File: src/rtl/uop_dispatch_queue.sv
// Micro-op dispatch queue: decoded instructions in (1-2 uops), one uop out per cycle.
// Optional combinational empty-queue bypass: define UOP_DISPATCH_BYPASS_EN.

package uop_pkg;
   typedef enum logic [4:0] {
      UOP_INT_ALU  = 5'd0,
      UOP_INT_MUL  = 5'd1,
      UOP_LD_U8    = 5'd2,
      UOP_LD_U32   = 5'd3,
      UOP_ST       = 5'd4,
      UOP_BRANCH   = 5'd5,
      UOP_CAP_JUMP = 5'd6,
      UOP_LINK     = 5'd7
   } uop_tag_t;
endpackage

module uop_dispatch_queue
   import uop_pkg::*;
#(
   parameter int DEPTH = 8,
   parameter int PC_W  = 32
) (
   input  logic                       clk,
   input  logic                       rst,
   input  logic                       flush,
   input  logic                       dec_valid,
   output logic                       dec_ready,
   input  logic [1:0]                 dec_count,
   input  uop_tag_t                   dec_tag0,
   input  uop_tag_t                   dec_tag1,
   input  logic [PC_W-1:0]            dec_pc,
   output logic                       uop_valid,
   input  logic                       uop_ready,
   output uop_tag_t                   uop_tag,
   output logic [PC_W-1:0]            uop_pc,
   output logic                       uop_last,
   output logic                       uop_illegal,
   output logic [$clog2(DEPTH):0]     occ
);
   localparam int AW = $clog2(DEPTH);
   localparam int PW = AW + 1;

   logic [PW-1:0]   rd_ptr_q, rd_ptr_d, wr_ptr_q, wr_ptr_d;
   uop_tag_t        tag_mem  [DEPTH];
   logic [PC_W-1:0] pc_mem   [DEPTH];
   logic            last_mem [DEPTH];
   logic            ill_mem  [DEPTH];

   logic            two_uops, accept, pop, bypass_take, empty;
   logic            w0_en, w1_en, w0_last, w0_ill;
   uop_tag_t        w0_tag;
   logic [AW-1:0]   wa0, wa1;
   logic [1:0]      n_wr;

   always_comb begin
      occ       = wr_ptr_q - rd_ptr_q;
      empty     = (occ == '0);
      two_uops  = dec_count[1];
      dec_ready = !rst && !flush && (occ <= PW'(DEPTH - 2));
      accept    = dec_valid && dec_ready;
`ifdef UOP_DISPATCH_BYPASS_EN
      bypass_take = accept && empty && uop_ready;
`else
      bypass_take = 1'b0;
`endif
      // When the first uop is consumed by bypass, only the second one is stored.
      w0_en   = accept && !(bypass_take && !two_uops);
      w1_en   = accept && two_uops && !bypass_take;
      w0_tag  = bypass_take ? dec_tag1 : dec_tag0;
      w0_last = bypass_take ? 1'b1 : !two_uops;
      w0_ill  = bypass_take ? 1'b0 : (dec_count == 2'd0);
      wa0     = wr_ptr_q[AW-1:0];
      wa1     = wr_ptr_q[AW-1:0] + AW'(1);
      n_wr    = {1'b0, w0_en} + {1'b0, w1_en};

      pop     = !rst && !flush && !empty && uop_ready;

      rd_ptr_d = flush ? '0 : rd_ptr_q + PW'(pop);
      wr_ptr_d = flush ? '0 : wr_ptr_q + PW'(n_wr);

      uop_valid   = !rst && !flush && !empty;
      uop_tag     = UOP_INT_ALU;
      uop_pc      = '0;
      uop_last    = 1'b0;
      uop_illegal = 1'b0;
      if (!empty) begin
         uop_tag     = tag_mem[rd_ptr_q[AW-1:0]];
         uop_pc      = pc_mem[rd_ptr_q[AW-1:0]];
         uop_last    = last_mem[rd_ptr_q[AW-1:0]];
         uop_illegal = ill_mem[rd_ptr_q[AW-1:0]];
      end
`ifdef UOP_DISPATCH_BYPASS_EN
      else if (!rst && !flush) begin
         uop_valid = dec_valid;
         if (dec_valid) begin
            uop_tag     = dec_tag0;
            uop_pc      = dec_pc;
            uop_last    = !two_uops;
            uop_illegal = (dec_count == 2'd0);
         end
      end
`endif
   end

   always_ff @(posedge clk) begin
      if (rst) begin
         rd_ptr_q <= '0;
         wr_ptr_q <= '0;
      end else begin
         rd_ptr_q <= rd_ptr_d;
         wr_ptr_q <= wr_ptr_d;
      end
   end

   // Storage is never reset; head fields are masked while the queue is empty.
   always_ff @(posedge clk) begin
      if (w0_en) begin
         tag_mem[wa0]  <= w0_tag;
         pc_mem[wa0]   <= dec_pc;
         last_mem[wa0] <= w0_last;
         ill_mem[wa0]  <= w0_ill;
      end
      if (w1_en) begin
         tag_mem[wa1]  <= dec_tag1;
         pc_mem[wa1]   <= dec_pc;
         last_mem[wa1] <= 1'b1;
         ill_mem[wa1]  <= 1'b0;
      end
   end

endmodule

File: config.mk
export PLATFORM = sky130hd
export DESIGN_NAME = uop_dispatch_queue
export DESIGN_NICKNAME = d
export VERILOG_FILES = /design/src/rtl/uop_dispatch_queue.sv
export SDC_FILE = /design/constraint.sdc
export NUM_CORES = 1
export LEC_CHECK = 0
export CORE_ASPECT_RATIO = 0.8
export CORE_UTILIZATION = 43
export CTS_CLUSTER_DIAMETER = 100
export DETAILED_ROUTE_END_ITERATION = 6
export DONT_BUFFER_PORTS = 1
export GPL_ROUTABILITY_DRIVEN = 0
export GPL_TIMING_DRIVEN = 0
export SYNTH_ARGS = -nofsm -noshare
export SYNTH_HDL_FRONTEND = slang
export SYNTH_SLANG_ARGS = --single-unit
File: constraint.sdc
create_clock -name clk -period 15.45 [get_ports clk]
set_clock_uncertainty 0.15 [all_clocks]
set_input_delay 3.8625 -clock clk [delete_from_list [all_inputs] [get_ports clk]]
set_output_delay 3.8625 -clock clk [all_outputs]
set_load 0.02 [all_outputs]
Word level (Yosys, flattened, before mapping)
Memories as Yosys holds them, arrays and structs flattened. A register that Yosys moved wholly into a read port is not among the register bits. Cells that the tools add are included.

$add $sub $neg: 5. Order comparisons: 1. Multiplexer cells: 12. Reductions and logical operators: 13.

Operators by type and width (count): $mux W32 (1); $mux W3 (4); $logic_and A1 B1 Y1 (6); $mux W1 (6); $mux W5 (1); $add A4 B1 Y4 (1); $add A4 B2 Y4 (1); $le A4 B3 Y1 const B (1); $logic_not A1 Y1 (4); $logic_not A4 Y1 (1); $sub A4 B4 Y4 (1); $add A3 B1 Y3 const B (1); $add A1 B1 Y2 (1); $logic_not A2 Y1 (1); $reduce_or A2 Y1 (1).

Bits in registers: 8. Bits in writable memories: 312. Input bits: 49. Output and inout port bits: 45. Word-level logic and storage cells: 37. Memories kept: 4.

Memories: pc_mem (words 8, width 32, rd ports 1, clocked after Yosys merged registers in 1, wr ports 2, RTL line 45) `logic [PC_W-1:0] pc_mem [DEPTH];`; tag_mem (words 8, width 5, rd ports 1, clocked after Yosys merged registers in 1, wr ports 2, RTL line 44) `uop_tag_t tag_mem [DEPTH];`; ill_mem (words 8, width 1, rd ports 1, clocked after Yosys merged registers in 1, wr ports 2, RTL line 47) `logic ill_mem [DEPTH];`; last_mem (words 8, width 1, rd ports 1, clocked after Yosys merged registers in 1, wr ports 2, RTL line 46) `logic last_mem [DEPTH];`.

Logic depth before layout (Yosys ltp)
Gate-level depths: netlist of run 1.

Depth in word-level cells: 7. Mapped depth: 13. Mapped depth without buffers: 12.

Least setup slack after synthesis of run 1
OpenSTA, ideal clock, no wires.

Kind: input to output. Start: input port rst. End: output port dec_ready. Data arrival time: 4.828 ns. Data required time: 11.438 ns. Setup slack: 6.610 ns. Stages: 3. Buffers on the path: 0. Cell sequence: nor2_1 -> o21ai_2 -> a21oi_1.

Longest elaborated chain between the ends: 3.

RTL lines: from (decl) (RTL line 24) `input logic rst,`; $logic_not A1 Y1 (RTL line 59) `dec_ready = !rst && !flush && (occ <= PW'(DEPTH - 2));`; $logic_and A1 B1 Y1 (2 in a row) (RTL line 59); to (decl) (RTL line 27) `output logic dec_ready,`.

Every way passes these cells.

Worst setup path in the final report of run 1
Same ends and word-level chain as after synthesis.

==> results of run 1 <==
[cell families after synthesis]
family          share of synthesized area (%)
buf+inv                                  1.49
xor+xnor                                0.698
simple gates                             5.70
flops                                    69.7
mux                                      16.4
compound gates                           5.03
fa+ha+maj                               0.950
[layout by cell type (no fill, tap or decap), types with 3 or more instances in the layout]
cell type / count
xnor2_1: 4
clkbuf_1: 36
buf_16: 7
nor2b_1: 4
clkbuf_16: 37
nand2_1: 82
nor2_1: 11
mux4_2: 78
a21oi_1: 45
edfxtp_1: 296
a21boi_0: 5
nand4_1: 9
clkinv_1: 5
nand3_1: 5
o21ai_4: 5
buf_2: 16
nand2b_1: 3
inv_1: 5
mux2_2: 40
a2111o_1: 4
dfxtp_1: 24
ha_1: 7
o21ai_0: 4
nand4b_1: 8
and2_1: 5
buf_12: 4
clkinv_2: 3
o31ai_1: 10
xor2_1: 3
[sequential cells by signal, summed over array words and instances (netlist names)]
name      cells
last_mem      8
rd_ptr_q      4
ill_mem       8
pc_mem      256
tag_mem      40
wr_ptr_q      4
[worst paths after layout]
path / endpoint / from / slack [ns] / cells after the start
max: dec_ready / rst / 6.15 / 3
min: last_mem[5] / last_mem[5] / 0.32 / 1
min reg2reg: last_mem[5] / last_mem[5] / 0.32 / 1
max reg2reg: pc_mem[2][26] / rd_ptr_q[1] / 10.65 / 11
[metrics by stage]
step | area [µm²] | util [%] | setup WS, ns | instances | power, W
2_1_floorplan | 13400 | - | 6.61 | 750 | 0.00101
3_3_place_gp | 14000 | 45.7 | 4.10 | 1163 | 0.00102
3_5_place_dp | 14300 | 46.8 | 6.16 | 1174 | 0.00102
4_1_cts | 15400 | 50.4 | 6.16 | 1235 | 0.00181
5_1_grt | 15400 | 50.4 | 6.03 | 1235 | 0.00185
6_report | 15400 | 50.4 | 6.15 | 1235 | 0.00179
[power by group through the flow]
| stage | Clock, W | Sequential [W] | Combinational [W] |
|---|---|---|---|
| after detailed placement | 0 | 0.000975 | 0.0000432 |
| after floorplan | 0 | 0.000975 | 0.0000307 |
| after CTS | 0.000810 | 0.000957 | 0.0000434 |
| after global placement | 0 | 0.000976 | 0.0000396 |
| final | 0.000793 | 0.000957 | 0.0000430 |
| after global routing | 0.000845 | 0.000957 | 0.0000461 |
[layout make-up]
class                   instances  area [µm²]  area share, %
plain buffers                  42         178           1.15
inverters                       6        22.5          0.146
well taps                     413         517           3.36
clock inverters                13         119          0.772
flip-flops and latches        320        9370           60.9
repair buffers                 11         273           1.77
multi-input cells             382        3930           25.6
clock buffers                  48         977           6.35
[worst register-to-register path: cells and delay by family, from the launching register on]
kind                       cells  cell delay [ns]
DFF                            1             0.33
and+or+nand+nor                1             0.58
buffers and inverters          6             1.73
AOI/OAI and AO/OA              2             0.80
adders and majority gates      1             0.50
xor gates and xnor gates       1             0.39
[metal layers]
layer  track usage [%]  vias up  routed length (µm)
li1                  -     3145                   -
met2              32.3      242               15000
met3              4.75       55                2370
met1              26.6     3688               12800
met5                 0        -                   0
met4              6.14        0                 734
==> results by group, run 1 <==
Yosys
  – Yosys top cell area share: 66.1%
  – Seq/Total Area, Yosys: 69.7%
  – Commonest cells in the netlist: edfxtp_1, nand2_1, mux4_2, a21oi_1, mux2_2
  – Yosys top cell by area: edfxtp_1
  – Syn nets: 808
  – Synth Warn #: 0
  – FF+latch count, synth: 320
  – Number of synthesized flops with an enable pin: 296
  – Yosys cell types: 58
  – Leading post-synthesis cells by cell area: edfxtp_1, mux4_2, dfxtp_1, mux2_2, nand2_1
  – Ys flop type: edfxtp_1
  – Async set-reset flop share out of synthesis: 0%
  – Cell area after synthesis: 13400 µm²
  – Most numerous cell in the Yosys netlist: edfxtp_1
  – Post-Synthesis Mean Instance Area: 17.9 µm²
  – Synth Instances: 750

Worst setup path
  – Worst EP required: 11.44 ns
  – Worst Setup End Kind: primary output
  – Worst setup path class: in -> out
  – Startpoint types: primary input
  – CP max stage delay: 0.57 ns
  – Buffers and inverters on the worst path: 0
  – Crit path max fanout: 9
  – Crit-path slowest cell: a21oi_1
  – CP delay by family, top: compound AO/OA/AOI/OAI gates
  – CP arrival: 5.29 ns
  – Crit path cell chain: nor2_1 > o21ai_2 > a21oi_1

Floorplan
  – Die area: 32000 µm²
  – Top Ports: 94
  – Die Height: 160 µm
  – Die width: 200 µm
  – Starting density of the core: 44.0%
  – Core box area: 30500 µm²
  – Placement row count: 57

Global routing
  – GRT overflow: 0
  – Gr usage total: 20.0%
  – Largest net degree at the start of global routing: 22
  – Number of global-route vias before repair: 7392
  – Initial antenna violation count: 0
  – First-pass GRT wire length: 46100 µm

Power and ir drop
  – Clk pwr share: 44.2%
  – Peak VDD IR: 0.113 mV
  – Internal power: 0.00145 W
  – Seq pwr share: 53.4%
  – Switching part of the total: 19.3%
  – Psw: 0.000347 W
  – Gate power share: 2.4%
  – Power Dens Cells: 117 nW/µm²
  – Leakage: 4.80 nW

Detailed routing
  – DRC Markers: 0
  – Routed len/inst: 25.1 µm
  – Initial DRC count: 435
  – Total Wirelength: 31000 µm
  – Antenna viol nets, final: 0
  – DR vias: 7130
  – Drt pass-1 iters: 5
  – Vias per cell: 5.77

Clock tree
  – H-tree Lvls: 2
  – TritonCTS Sinks: 320
  – Clk buf depth: 3
  – Worst-Skew Late Latency: 0.52 ns
  – CTS Root Cell: clkbuf_16
  – Cts hold-fix bufs: 0
  – Clk slew on worst S/H paths: 0.06 ns
  – CTS tree: built
  – Number of CTS-inserted buffers: 34
  – Post-cts resize count: 0
  – Setup Buffers After CTS: 0

Timing
  – # setup viols final: 0
  – Worst Max-Slew Pin Slew: 0.873 ns
  – Pins over their slew limit: 0
  – Final min period: 9.30 ns
  – FMAX: 107 MHz
  – Hold Vio Cnt, Final: 0
  – Setup_tns: 0 ns
  – Final Cycle Share: 60.2%
  – Slew HR: 41.6%
  – Hold WS: 0.315 ns
  – RSZ-0062 raised after global routing: no

Finish
  – Layout cells sized above 1: 26.0%
  – Fillers: 2561
  – Layout Nets: 855
  – Synth-to-layout area growth: 14.5%
  – Diodes inserted: 0

Hold path
  – Hold Path Class: reg -> reg

Place
  – DP HPWL: 20100 µm
  – PortBufs: 0

Outcome
  – Status: finished clean

Job
  – Max_cap viols: 0
Power figures use the tool's default switching activity.
==> run 2: changes to the inputs <==
- clock period: 15.45 -> 9.52 ns (I/O delays scaled with it)
==> results of run 2 <==
Same layout as run 1 (identical final DEF). Status: finished clean.
Among the figures that moved: setup slack after placement 6.16 ns -> 2.99 ns; setup slack after layout 6.15 ns -> 2.47 ns; start point of the critical path rst -> rd_ptr_q[1]; end point of the critical path dec_ready -> uop_pc[0]; register-to-register setup slack 10.65 ns -> 4.72 ns; total power 0.00179 W -> 0.00291 W; worst IR drop on VDD 0.113 mV -> 0.184 mV
==> run 3: changes to the inputs <==
- clock period: 9.52 -> 7.25 ns (I/O delays scaled with it)
==> results of run 3 <==
Same layout as run 1 (identical final DEF). Status: finished clean.
Among the figures that moved: setup slack after placement 6.16 ns -> 1.29 ns; setup slack after layout 6.15 ns -> 0.772 ns; start point of the critical path rst -> rd_ptr_q[1]; end point of the critical path dec_ready -> uop_pc[0]; register-to-register setup slack 10.65 ns -> 2.45 ns; total power 0.00179 W -> 0.00382 W; worst IR drop on VDD 0.113 mV -> 0.241 mV
